--- src/rtl/simple_tx_drain.sv ---
// rtl/simple_tx_drain.sv - drains the TX FIFO into a valid/ready stream with an inter-packet gap
// Optional statistics counters (pkt_count, word_count) are built when TX_DRAIN_STATS_EN is defined.
module simple_tx_drain #(
   parameter int DATA_WIDTH = 64,
   parameter int IFG_CYCLES = 2,
   parameter int CNT_WIDTH  = 32
) (
   input  logic                  clock,
   input  logic                  reset,
   input  logic [DATA_WIDTH:0]   fifo_dout,
   input  logic                  fifo_empty,
   output logic                  fifo_rd_en,
   output logic [DATA_WIDTH-1:0] m_tdata,
   output logic                  m_tlast,
   output logic                  m_tvalid,
   input  logic                  m_tready,
   output logic                  tx_busy
`ifdef TX_DRAIN_STATS_EN
   ,
   output logic [CNT_WIDTH-1:0]  pkt_count,
   output logic [CNT_WIDTH-1:0]  word_count
`endif
);

   localparam int GAP_W = (IFG_CYCLES > 0) ? $clog2(IFG_CYCLES + 1) : 1;
   localparam logic [GAP_W-1:0] GAP_LOAD = (IFG_CYCLES > 0) ? GAP_W'(IFG_CYCLES - 1) : '0;

   typedef enum logic [1:0] {IDLE, XFER, GAP} state_t;

   state_t            state;
   logic [GAP_W-1:0]  gap_cnt;
   logic [1:0]        occ;
   logic              inflight;
   logic [DATA_WIDTH:0] head;
   logic [DATA_WIDTH:0] tail;
   logic              handshake;

   assign m_tdata   = head[DATA_WIDTH-1:0];
   assign m_tlast   = head[DATA_WIDTH];
   assign m_tvalid  = (occ != 2'd0) && (state != GAP);
   assign handshake = m_tvalid & m_tready;
   assign tx_busy   = (state != IDLE);

   // Credit counts the word still in the FIFO's output register, so capture never overflows the buffer.
   assign fifo_rd_en = ~reset & ~fifo_empty & (({1'b0, occ} + {2'b00, inflight}) < 3'd2);

   always_ff @(posedge clock or posedge reset) begin
      if (reset) begin
         occ      <= 2'd0;
         inflight <= 1'b0;
         head     <= '0;
         tail     <= '0;
      end else begin
         inflight <= fifo_rd_en;
         case ({inflight, handshake})
            2'b10: begin
               if (occ == 2'd0) head <= fifo_dout;
               else             tail <= fifo_dout;
               occ <= occ + 2'd1;
            end
            2'b01: begin
               head <= tail;
               occ  <= occ - 2'd1;
            end
            2'b11: begin
               if (occ == 2'd1) begin
                  head <= fifo_dout;
               end else begin
                  head <= tail;
                  tail <= fifo_dout;
               end
            end
            default: ;
         endcase
      end
   end

   always_ff @(posedge clock or posedge reset) begin
      if (reset) begin
         state   <= IDLE;
         gap_cnt <= '0;
      end else begin
         case (state)
            IDLE, XFER: begin
               if (handshake) begin
                  if (m_tlast) begin
                     if (IFG_CYCLES > 0) begin
                        state   <= GAP;
                        gap_cnt <= GAP_LOAD;
                     end else begin
                        state <= IDLE;
                     end
                  end else begin
                     state <= XFER;
                  end
               end
            end
            GAP: begin
               if (gap_cnt == '0) state <= IDLE;
               else               gap_cnt <= gap_cnt - 1'b1;
            end
            default: state <= IDLE;
         endcase
      end
   end

`ifdef TX_DRAIN_STATS_EN
   always_ff @(posedge clock or posedge reset) begin
      if (reset) begin
         pkt_count  <= '0;
         word_count <= '0;
      end else if (handshake) begin
         word_count <= word_count + 1'b1;
         if (m_tlast) pkt_count <= pkt_count + 1'b1;
      end
   end
`endif

endmodule
--- config.mk ---
export PLATFORM = sky130hd
export DESIGN_NAME = simple_tx_drain
export DESIGN_NICKNAME = d
export VERILOG_FILES = /design/src/rtl/simple_tx_drain.sv
export SDC_FILE = /design/constraint.sdc
export NUM_CORES = 1
export LEC_CHECK = 0
export ABC_AREA = 1
export BUFFER_PORTS_ARGS = -buffer_cell sky130_fd_sc_hd__buf_2
export CAP_MARGIN = 10
export CORE_MARGIN = 2
export CORE_UTILIZATION = 55
export CTS_CLUSTER_DIAMETER = 80
export CTS_CLUSTER_SIZE = 20
export DETAILED_ROUTE_END_ITERATION = 8
export PLACE_DENSITY = 0.8
export RECOVER_POWER = 50
export SETUP_SLACK_MARGIN = 0.1
export SLEW_MARGIN = 20
export SYNTH_ARGS = -nofsm -noshare
export SYNTH_HDL_FRONTEND = slang
export SYNTH_SLANG_ARGS = --single-unit
--- constraint.sdc ---
create_clock -name clock -period 5.1 [get_ports clock]
set_input_delay 0.255 -clock clock [delete_from_list [all_inputs] [get_ports clock]]
set_output_delay 0.255 -clock clock [all_outputs]
set_load 0.01 [all_outputs]
# [After elaboration in Yosys (flattened, before gate mapping)]
# Cells that the tools add are included.
# Widths: inputs -> output; s select.
[classes] add_sub_neg=4 order_cmp=1 eq_ne=14 n_mux=15 bitwise=5 reduce_logical=15
[op_table] op="$mux 65" count=4
[op_table] op="$pmux 65 s3" count=1
[op_table] op="$pmux 65 s2" count=1
[op_table] op="$ne 2x2->1 const B" count=8
[op_table] op="$mux 2" count=6
[op_table] op="$pmux 2 s2" count=3
[op_table] op="$reduce_bool 2->1" count=5
[op_table] op="$eq 2x1->1 const B" count=3
[op_table] op="$eq 2x2->1 const B" count=3
[op_table] op="$logic_not 2->1" count=3
[op_table] op="$reduce_and 2->1" count=2
[op_table] op="$reduce_and 4->1" count=1
[op_table] op="$sub 2x1->2 const B" count=2
[op_table] op="$add 2x1->3" count=1
[op_table] op="$and 1x1->1" count=3
[op_table] op="$lt 3x2->1 const B" count=1
[op_table] op="$reduce_and 3->1" count=1
[op_table] op="$reduce_bool 3->1" count=1
[op_table] op="$add 2x1->2 const B" count=1
[op_table] op="$not 1->1" count=2
[op_table] op="$reduce_or 2->1" count=1
[op_table] op="$logic_and 1x1->1" count=1
[totals] ff_bits=137 out_inout_bits=68 elab_cells=60

# [Depth between registers and ports, before layout]
[logic_depth] word_depth=6 depth_mapped=14 ltp_nobuf=12

# [Least setup slack after synthesis]
# Ideal clock, no wire load.
[synth_timing] path_type="register -> register" from="reg occ[0]" to="reg tail[0]" setup_ps=116 t_arrival_ps=1782 required_ps=4984 slack_ps=3201 path_stages_with_launch=15 n_path_buf=2 cell_sequence="dfrtp_1 > inv_1 > ha_1 > inv_2 > nand3_1 > inv_1 > ha_1 > inv_1 > nand2_1 > nand2_1 > nand2_1 > buf_4 > buf_4 > nand2_1 > nand2_1"
[synth_between] elab_chain_len=6
[synth_lines] element="start: declaration" line="32" source="logic [1:0] occ;"
[synth_lines] element="start signal: assignment" line="59" source="occ <= occ + 2'd1;"
[synth_lines] element="start signal: assignment" line="63" source="occ <= occ - 2'd1;"
[synth_lines] element="$reduce_bool 2->1" line="40" source="assign m_tvalid = (occ != 2'd0) && (state != GAP);"
[synth_lines] element="$logic_and 1x1->1" line="40"
[synth_lines] element="$and 1x1->1" line="41" source="assign handshake = m_tvalid & m_tready;"
[synth_lines] element="$eq 2x2->1" line="55" source="case ({inflight, handshake})"
[synth_lines] element="$ne 2x2->1 (no line) or $reduce_bool 2->1 (tied branches)"
[synth_lines] element="$reduce_and 3->1 (no line)"
[synth_lines] element="end signal: assignment" line="58" source="else tail <= fifo_dout;"
[synth_lines] element="end signal: assignment" line="70" source="tail <= fifo_dout;"
[synth_lines] element="end: declaration" line="35" source="logic [DATA_WIDTH:0] tail;"
# Several ways; a longest one is shown, not always the timed one.
# A chain may end at the register's enable or synchronous reset.

==> impl_metrics.py <==
metrics = {
    "pwr": {
        "power.density_mw_per_mm2": 642,
        "ir_worst_vdd_uv": 667,
        "p_leak_nw": 4.22,
    },
    "worst_setup_path": {
        "crit_type": "in -> async",
        "cp.arrival_ns": 3.67,
        "worstSetupEndpointType": "asynchronous set/reset pin",
        "start_kind": "input port",
        "r2r_setup_slack_ns": 2.10,
        "crit_fanout": 78,
        "required_ns": 5.56,
    },
    "placement": {
        "routabilityCongestion": 0.800,
        "port_buffers": 136,
        "hpwl_um": 9440,
        "dp.cells": 1069,
    },
    "drt": {
        "drc": 0,
        "via_per_inst": 5.20,
        "drt_wl_total_um": 15500,
        "drt_iter0_markers": 405,
        "dr.pass1.iters": 5,
        "vias": 5719,
        "drt.antenna.violating_nets": 0,
        "wl_per_cell_um": 14.1,
    },
    "timing": {
        "drv_slew": 79,
        "period_needed_ns": 3.21,
        "relSlewSlack_pct": -127,
        "hold_violations": 0,
        "finalSetupTns_ns": 0,
        "finalCritPeriodShare_pct": 62.9,
        "rsz0062_at_grt": "no",
        "skew_ns": 0.00596,
        "worstMarginPinSlew_ns": 3.38,
        "fmax_mhz": 312,
        "setup_viol": 0,
    },
    "cells_and_area": {
        "multi_input_area_mm2": 0.00265,
        "layout-drive-gt1-share_pct": 11.3,
        "final_cells": 1100,
        "num-nets-final": 1024,
        "area_growth_pct": 15.9,
        "regArea_mm2": 0.00343,
        "fillCellCount": 1043,
        "diodes": 0,
    },
    "floorplanning": {
        "coreArea_mm2": 0.0115,
        "die_h_um": 113,
        "rows": 39,
        "ioPinCount": 137,
        "start_util_pct": 56.7,
        "die-area_mm2": 0.0127,
        "die_x_um": 113,
    },
    "clock_network": {
        "clkLatencyLatePin_ns": 0.42,
        "cts_setup_buffers": 0,
        "root_buffer": "clkbuf_16",
        "cts_made_buffers": 17,
        "clock_sinks": 137,
        "path_clk_slew_ns": 0.05,
        "htreeDepth": 4,
        "clk_path_buf_depth": 2,
        "cts_tree": "built",
    },
    "synthesis": {
        "seq_area_frac_synth_pct": 52.8,
        "synth_seq_cells": 137,
        "yosysWarningCount": 0,
        "synthesis.area_mm2": 0.00650,
        "avgSynthCellArea_um2": 7.76,
        "yosysUniqueCellTypes": 17,
        "syn_inst": 838,
        "synth.net_count": 915,
    },
    "grt": {
        "grt_util_all_layers_pct": 25.9,
        "grt_remaining_overflow": 0,
        "antenna_found_initial": 0,
        "grt_pass1_vias": 5476,
        "grt_max_degree": 79,
        "grt_first_pass_wirelength_um": 26300,
    },
    "run_status": {
        "status": "finished, violations left",
        "violations": "max-capacitance violations, max-slew violations",
    },
    "flow_run": {
        "max-cap-violations": 1,
    },
    "hold_path": {
        "hp-class": "in -> reg",
    },
}
[final timing paths]
check | to | depth (start not counted) | startpoint
worst max-delay path | head[39] | 4 | reset
worst min-delay path | tail[21] | 3 | fifo_dout[21]
worst max register to register | tail[34] | 10 | occ[0]
worst min register to register | tail[2] | 2 | tail[2]
max in group clock | tail[34] | 10 | occ[0]
min in group asynchronous | tail[27] | 3 | reset
[sequential cells by signal (all words and copies together), names as in the netlist]
signal	flops
tail	65
occ	2
state	2
head	65
inflight	1
gap_cnt	2
[area by class of cell]
type / count / share of cell area [%]
clock buffers: 26 / 6.63
clock inverters: 3 / 0.531
inverters: 17 / 0.880
multi-input cells: 628 / 35.1
flip-flops and latches: 137 / 45.5
well taps: 143 / 2.37
repair buffers: 146 / 8.95
[cells by family (layout without fill, tap and decap cells)]
group / count (synthesis) / count (layout) / synth area share (%)
AOI/OAI and AO/OA: 4 / 4 / 0.481
and+or+nand+nor: 614 / 614 / 38.2
DFF: 137 / 137 / 52.8
xor gates and xnor gates: 2 / 2 / 0.270
buffers and inverters: 73 / 192 / 6.78
adders and majority gates: 8 / 8 / 1.54
[routing by layer]
| metal | track usage [%] | up-vias | part of all wire (%) |
|---|---|---|---|
| met3 | 6.21 | 31 | 6.5 |
| met4 | 10.9 | 0 | 2.3 |
| li1 | - | 2832 | - |
| met5 | 0 | - | 0 |
| met1 | 35.6 | 2665 | 44 |
| met2 | 39.8 | 191 | 47 |
[cell usage after synthesis]
| cell | number | area, um^2 |
|---|---|---|
| a21oi_4 | 1 | 16.3 |
| buf_2 | 22 | 110 |
| buf_4 | 25 | 188 |
| buf_6 | 6 | 67.6 |
| clkbuf_1 | 3 | 11.3 |
| dfrtp_1 | 137 | 3430 |
| ha_1 | 8 | 100 |
| inv_1 | 15 | 56.3 |
| inv_2 | 2 | 7.51 |
| nand2_1 | 471 | 1770 |
| nand2_2 | 1 | 6.26 |
| nand3_1 | 136 | 681 |
| nand4_1 | 1 | 6.26 |
| nor2_1 | 4 | 15.0 |
| nor3_1 | 1 | 5.00 |
| o21ai_0 | 3 | 15.0 |
| xnor2_1 | 2 | 17.5 |
[worst max-delay path, cell delays in order]
cell and delay, ns:
dlygate4sd3_1 0.53, clkbuf_1 0.11, clkinvlp_2 1.88, buf_4 0.87
[metrics by stage]
step           hold WS (ns)  area (um^2)  setup slack [ns]  util [%]  total power, mW
4_1_cts              0.0707         7620              2.18      66.5             4.93
5_1_grt              0.0815         7530              1.20      65.7             5.25
6_report             0.0847         7530              1.89      65.7             4.84
3_5_place_dp          0.428         7060              2.23      61.6             3.77
3_3_place_gp          0.424         7060              1.94      61.6             3.70
2_1_floorplan         0.376         6500              1.18         -             3.29
[cell usage in the layout, fill, tap and decap left out, drive strengths merged]
cell type	synthesis	layout
o21ai	3	3
clkinv	0	3
ha	8	8
dfrtp	137	137
a21oi	1	1
buf	53	75
nand4	1	1
clkbuf	3	95
dlygate4sd3	0	2
nor2	4	4
inv	17	15
nand3	136	136
nand2	472	472
bufinv	0	1
nor3	1	1
xnor2	2	2
clkinvlp	0	1
[report_power, final]
part | switching (mW) | total, mW | internal (mW)
Sequential | 0.277 | 1.88 | 1.60
Combinational | 1.23 | 1.83 | 0.595
Clock | 0.421 | 1.13 | 0.712
Total | 1.93 | 4.84 | 2.91
[what timing repair did]
item / CTS / global route
gates resized for setup: 0 / 0
hold endpoints to repair: 54 / 0
hold buffers: 2 / 0
No activity file was read; power rests on OpenSTA's default activity.
